## config.mk

```make
export PLATFORM = sky130hd
export DESIGN_NAME = inst_prefetch_unit
export DESIGN_NICKNAME = d
export VERILOG_FILES = /design/src/rtl/inst_prefetch_unit.sv
export SDC_FILE = /design/constraint.sdc
export NUM_CORES = 1
export LEC_CHECK = 0
export ABC_CLOCK_PERIOD_IN_PS = 5200
export CAP_MARGIN = 20
export CORE_UTILIZATION = 30
export DETAILED_ROUTE_END_ITERATION = 6
export GPL_ROUTABILITY_DRIVEN = 0
export RECOVER_POWER = 50
export SYNTH_ARGS = -nofsm -noshare
export SYNTH_HDL_FRONTEND = slang
export SYNTH_SLANG_ARGS = --single-unit
```

## constraint.sdc

```tcl
create_clock -name clk -period 5.2 [get_ports clk]
set_clock_uncertainty 0.05 [all_clocks]
set_input_delay 0.52 -clock clk [delete_from_list [all_inputs] [get_ports clk]]
set_output_delay 0.52 -clock clk [all_outputs]
set_load 0.05 [all_outputs]
```

## src/rtl/inst_prefetch_unit.sv

```systemverilog
`timescale 1ns/1ps
// Instruction prefetch front end: credit-limited fetch issue, in-order response queue, redirect flush.
// Optional performance counters are built only when IPU_PERF_CNT_EN is defined.
module inst_prefetch_unit #(
  parameter int unsigned     XLEN     = 32,
  parameter int unsigned     DEPTH    = 4,
  parameter logic [XLEN-1:0] RESET_PC = '0
) (
  input  logic            clk,
  input  logic            rst,
  input  logic            redirect_valid,
  input  logic [XLEN-1:0] redirect_pc,
  output logic [XLEN-1:0] PC,
  output logic            Inst_Req_Valid,
  input  logic            Inst_Req_Ready,
  input  logic [XLEN-1:0] Instruction,
  input  logic            Inst_Valid,
  output logic            Inst_Ready,
  output logic            out_valid,
  input  logic            out_ready,
  output logic [XLEN-1:0] out_inst,
  output logic [XLEN-1:0] out_pc,
  output logic [31:0]     perf_req_cnt,
  output logic [31:0]     perf_drop_cnt,
  output logic [31:0]     perf_stall_cnt
);
  localparam int unsigned AW = $clog2(DEPTH);
  localparam int unsigned CW = $clog2(DEPTH + 1);
  localparam int unsigned SW = CW + 2;

  logic [XLEN-1:0] r_fetch_pc, r_resp_pc, r_pc;
  logic            r_req_valid, r_req_stale;
  logic [AW-1:0]   r_head, r_tail;
  logic [CW-1:0]   r_q_count, r_outstanding, r_drop_cnt;
  logic [XLEN-1:0] r_q_pc   [DEPTH];
  logic [XLEN-1:0] r_q_inst [DEPTH];

  logic            w_hs, w_hs_fresh, w_push, w_drop, w_pop, w_pend_new, w_stale_nx;
  logic            w_issue, w_req_valid_nx;
  logic [CW-1:0]   w_q_post, w_out_post, w_drop_post, w_drop_flush;
  logic [SW-1:0]   w_sum_cur, w_sum_post, w_flush_sum;
  logic [XLEN-1:0] w_fetch_pc_nx, w_redirect_pc;

  // Post-event counts; a request pending across a redirect is tagged stale and already counted as a drop
  always_comb begin
    w_hs          = r_req_valid & Inst_Req_Ready;
    w_hs_fresh    = w_hs & ~r_req_stale;
    w_drop        = Inst_Valid & (r_drop_cnt != '0);
    w_push        = Inst_Valid & (r_drop_cnt == '0);
    w_pop         = (r_q_count != '0) & out_ready;
    w_pend_new    = r_req_valid & ~Inst_Req_Ready & ~r_req_stale;
    w_stale_nx    = r_req_valid & ~Inst_Req_Ready & (r_req_stale | redirect_valid);
    w_redirect_pc = redirect_pc & ~XLEN'(3);

    w_q_post      = r_q_count + CW'(w_push) - CW'(w_pop);
    w_out_post    = r_outstanding + CW'(w_hs_fresh) - CW'(w_push);
    w_drop_post   = r_drop_cnt - CW'(w_drop);
    w_sum_cur     = SW'(r_q_count) + SW'(r_outstanding) + SW'(r_drop_cnt);
    w_sum_post    = SW'(w_q_post) + SW'(w_out_post) + SW'(w_drop_post);
    w_flush_sum   = SW'(w_drop_post) + SW'(w_out_post) + SW'(w_pend_new);
    w_drop_flush  = CW'(w_flush_sum);

    w_fetch_pc_nx = w_hs_fresh ? (r_fetch_pc + XLEN'(4)) : r_fetch_pc;
    w_issue       = ~redirect_valid &
                    (r_req_valid ? (w_hs & (w_sum_post < SW'(DEPTH)))
                                 : (w_sum_cur < SW'(DEPTH)));
    w_req_valid_nx = (r_req_valid & ~Inst_Req_Ready) | w_issue;
  end

  always_ff @(posedge clk) begin
    if (rst) begin
      r_fetch_pc    <= RESET_PC;
      r_resp_pc     <= RESET_PC;
      r_pc          <= RESET_PC;
      r_req_valid   <= 1'b0;
      r_req_stale   <= 1'b0;
      r_head        <= '0;
      r_tail        <= '0;
      r_q_count     <= '0;
      r_outstanding <= '0;
      r_drop_cnt    <= '0;
    end else begin
      r_req_valid <= w_req_valid_nx;
      r_req_stale <= w_stale_nx;
      if (w_issue) r_pc <= w_fetch_pc_nx;
      if (redirect_valid) begin
        r_fetch_pc    <= w_redirect_pc;
        r_resp_pc     <= w_redirect_pc;
        r_outstanding <= '0;
        r_drop_cnt    <= w_drop_flush;
        r_q_count     <= '0;
        r_head        <= '0;
        r_tail        <= '0;
      end else begin
        r_fetch_pc    <= w_fetch_pc_nx;
        r_outstanding <= w_out_post;
        r_drop_cnt    <= w_drop_post;
        r_q_count     <= w_q_post;
        if (w_push) begin
          r_resp_pc <= r_resp_pc + XLEN'(4);
          r_tail    <= r_tail + AW'(1);
        end
        if (w_pop) r_head <= r_head + AW'(1);
      end
    end
  end

  // Queue storage needs no reset; occupancy is tracked by r_q_count
  always_ff @(posedge clk) begin
    if (w_push) begin
      r_q_pc[r_tail]   <= r_resp_pc;
      r_q_inst[r_tail] <= Instruction;
    end
  end

  assign PC             = r_pc;
  assign Inst_Req_Valid = r_req_valid;
  assign Inst_Ready     = 1'b1;
  assign out_valid      = (r_q_count != '0);
  assign out_pc         = r_q_pc[r_head];
  assign out_inst       = r_q_inst[r_head];

`ifdef IPU_PERF_CNT_EN
  logic [31:0] r_perf_req, r_perf_drop, r_perf_stall;

  always_ff @(posedge clk) begin
    if (rst) begin
      r_perf_req   <= 32'd0;
      r_perf_drop  <= 32'd0;
      r_perf_stall <= 32'd0;
    end else begin
      if (w_hs) r_perf_req <= r_perf_req + 32'd1;
      if (w_drop) r_perf_drop <= r_perf_drop + 32'd1;
      if (out_ready & ~out_valid) r_perf_stall <= r_perf_stall + 32'd1;
    end
  end

  assign perf_req_cnt   = r_perf_req;
  assign perf_drop_cnt  = r_perf_drop;
  assign perf_stall_cnt = r_perf_stall;
`else
  assign perf_req_cnt   = 32'b0;
  assign perf_drop_cnt  = 32'b0;
  assign perf_stall_cnt = 32'b0;
`endif

endmodule
```

==> reports/qor.yml <==
grt_pass1_vias: 8924
synth.distinct_cells: 55
postRouteAntennaNets: 0
drc: 0
synth-seq-area-share_pct: 62.5
p_switching_w: 0.00319
h-tree-depth: 2
crit_chain: "clkdlybuf4s50_1 > or4b_1 > ha_1 > inv_1 > ha_1 > fa_1 > xnor2_1 > xnor2_1 > fa_1 > fa_1 > nand4b_1 > nor4_1 > a21oi_2 > and2_0 > buf_4 > a211oi_1"
async_flop_share_pct: 0
power.density_nw_per_um2: 496
p_int_w: 0.00609
gr-total-overflow: 0
die_x_um: 228
ir_drop_v: 0.000201
worstHoldPathType: "input port to register"
diodes: 0
synth_edf_count: 248
numCtsBuffers: 39
relSlewSlack_pct: -51.8
cts_hold_buf: 0
cts_tree: "done"
grt_pass1_wl_um: 53700
die_h_um: 228
min_period_ns: 4.77
synth.most_common_cell: "edfxtp_1"
violations: "max-capacitance violations, max-slew violations"
start_util_pct: 30.5
cp_slowest_cell: "fa_1"
start_kind: "input port"
syn_area_um2: 15300
finalMaxSlewViolations: 76
synth.ff_latch_count: 355
area_growth_pct: 22.0
clkPwrFrac_pct: 30.7
crit_top_cell: "fa_1"
max_freq_mhz: 210
ys_top_cells_by_area: "edfxtp_1 (49%), dfxtp_1 (14%), mux4_2 (9.1%)"
grt_use_total_pct: 13.4
cts-root-buf: "clkbuf_16"
cts_sinks: 355
io_pins: 265
place_area_um2: 17400
drive_gt1_share_pct: 12.4
pwr-share-comb_pct: 30.6
cp.arrival_ns: 5.13
drt-wirelength-per-cell_um: 17.9
worst_pin_slew_ns: 2.28
wl_um: 34600
synthTopCellsByCount: "edfxtp_1 (248), dfxtp_1 (107), buf_4 (102)"
power_leakage_nw: 6.47
clk_pin_slew_ns: 0.06
final_util_pct: 37.2
post_cts_resize_count: 0
crit_required_ns: 5.56
seqPwrFrac_pct: 38.7
dp_hpwl_um: 23500
io_buffers: 161
via_per_inst: 4.54
std_cell_rows: 82
finalCritPeriodShare_pct: 91.8
fillers: 4787
die-area_um2: 52000
stdcell_area_um2: 18700
status: "complete, but fails checks"
syn_inst: 1064
path_buf_inv: 3
cap_violations: 2
worstSkewPairLatency_ns: 0.54
vias: 8775
synth_top_area_share_pct: 48.6
switching_share_pct: 34.3
core_um2: 50300
post_cts_buffers: 0
first_pass_iters: 4
rsz0062_at_grt: "no"
critPathMaxFanout: 15
grt_max_degree: 55
synthFlopType: "edfxtp_1"
antenna_found_initial: 0
fin_nets: 1329
ys_warn_count: 0
report.final.setup_viol: 0
setup.worst_path.end_class: "register"
slowest_delay_ns: 0.56
finalHoldViolations: 0
synth_area_leader_cell: "edfxtp_1"
max-clock-path-buffers: 3
drt_iter0_drc: 479
critical_path_class: "input port to register"
avgSynthCellArea_um2: 14.4
cp_top_family: "adder cells"
per-layer routing:
metal,track usage [%],up-vias,part of all wire (%)
met3,2.93,56,5.7
met5,0,-,0
met4,4.93,0,2.7
li1,-,4105,-
met1,17.6,4349,45
met2,21.5,265,47
final timing paths:
| check | startpoint | endpoint | slack [ns] | depth (start not counted) |
|---|---|---|---|---|
| setup / recovery | Inst_Valid | PC[16] | 0.43 | 16 |
| hold reg to reg | PC[10] | PC[10] | 0.41 | 2 |
| setup reg to reg | r_drop_cnt[2] | PC[16] | 0.47 | 15 |
| hold / removal | redirect_valid | r_drop_cnt[0] | 0.37 | 3 |
logic make-up after synthesis:
family | after synthesis | synth area share, %
and+or+nand+nor | 169 | 6.43
DFF | 355 | 62.5
adders and majority gates | 26 | 2.61
AOI/OAI and AO/OA | 164 | 7.42
xor gates and xnor gates | 57 | 3.35
muxes | 63 | 9.18
buffers and inverters | 228 | 8.44
other | 2 | 0.0490
layout make-up:
| cell class | instances | area, µm² | area share, % |
|---|---|---|---|
| clock buffer | 49 | 1070 | 5.70 |
| clock inverter | 21 | 262 | 1.40 |
| inverter | 77 | 289 | 1.54 |
| multi-input combinational | 580 | 4830 | 25.8 |
| sequential | 355 | 9590 | 51.3 |
| tap | 672 | 841 | 4.49 |
| timing repair buffer | 180 | 1830 | 9.79 |
flip-flops by register name, indices dropped and copies added (netlist names), named ones only:
register,flops
r_resp_pc,30
r_head,2
PC,30
r_outstanding,3
r_drop_cnt,3
r_q_inst,128
r_q_pc,120
Inst_Req_Valid,1
r_req_stale,1
r_tail,2
r_q_count,3
r_fetch_pc,30
cell usage in the layout (no fill, tap or decap), types with 18 or more instances in the layout:
cell             instances
xnor2_1                 24
inv_1                   76
nand3_1                 18
nand2_1                 25
a21boi_0                24
conb_1                 101
clkbuf_16               41
mux4_2                  62
xor2_1                  32
dlygate4sd3_1           62
a21oi_1                 45
nor2_1                  28
dfxtp_1                105
clkdlybuf4s50_1         97
edfxtp_1               248
nand4_1                 23
a211oi_1                35
power by group through the flow:
stage	registers [W]	clock network, W	logic (W)
floorplan	0.00401	0	0.00165
global placement	0.00365	0	0.00288
detailed placement	0.00366	0	0.00292
CTS	0.00360	0.00293	0.00293
global route	0.00364	0.00304	0.00306
finish	0.00360	0.00285	0.00284
per-stage QoR:
| step | power (W) | setup WS (ns) | std cells | hold slack, ns | TNS (ns) |
|---|---|---|---|---|---|
| 2_1_floorplan | 0.00566 | 0.476 | 1163 | 0.415 | 0 |
| 3_3_place_gp | 0.00653 | -0.00616 | 1862 | 0.395 | -0.0328 |
| 3_5_place_dp | 0.00657 | -0.0857 | 1863 | 0.401 | -1.25 |
| 4_1_cts | 0.00947 | 0.460 | 1933 | 0.334 | 0 |
| 5_1_grt | 0.00973 | 0.147 | 1934 | 0.380 | 0 |
| 6_report | 0.00928 | 0.427 | 1934 | 0.373 | 0 |
worst register-to-register path, cell delays in order, from the launching register on:
cell and delay [ns]:
dfxtp_1 0.35, or4b_1 0.59, ha_1 0.31, inv_1 0.04
ha_1 0.18, fa_1 0.37, xnor2_1 0.15, xnor2_1 0.27
fa_1 0.51, fa_1 0.56, nand4b_1 0.13, nor4_1 0.28
a21oi_2 0.17, and2_0 0.19, buf_4 0.20, a211oi_1 0.27
Power figures use the tool's default switching activity.
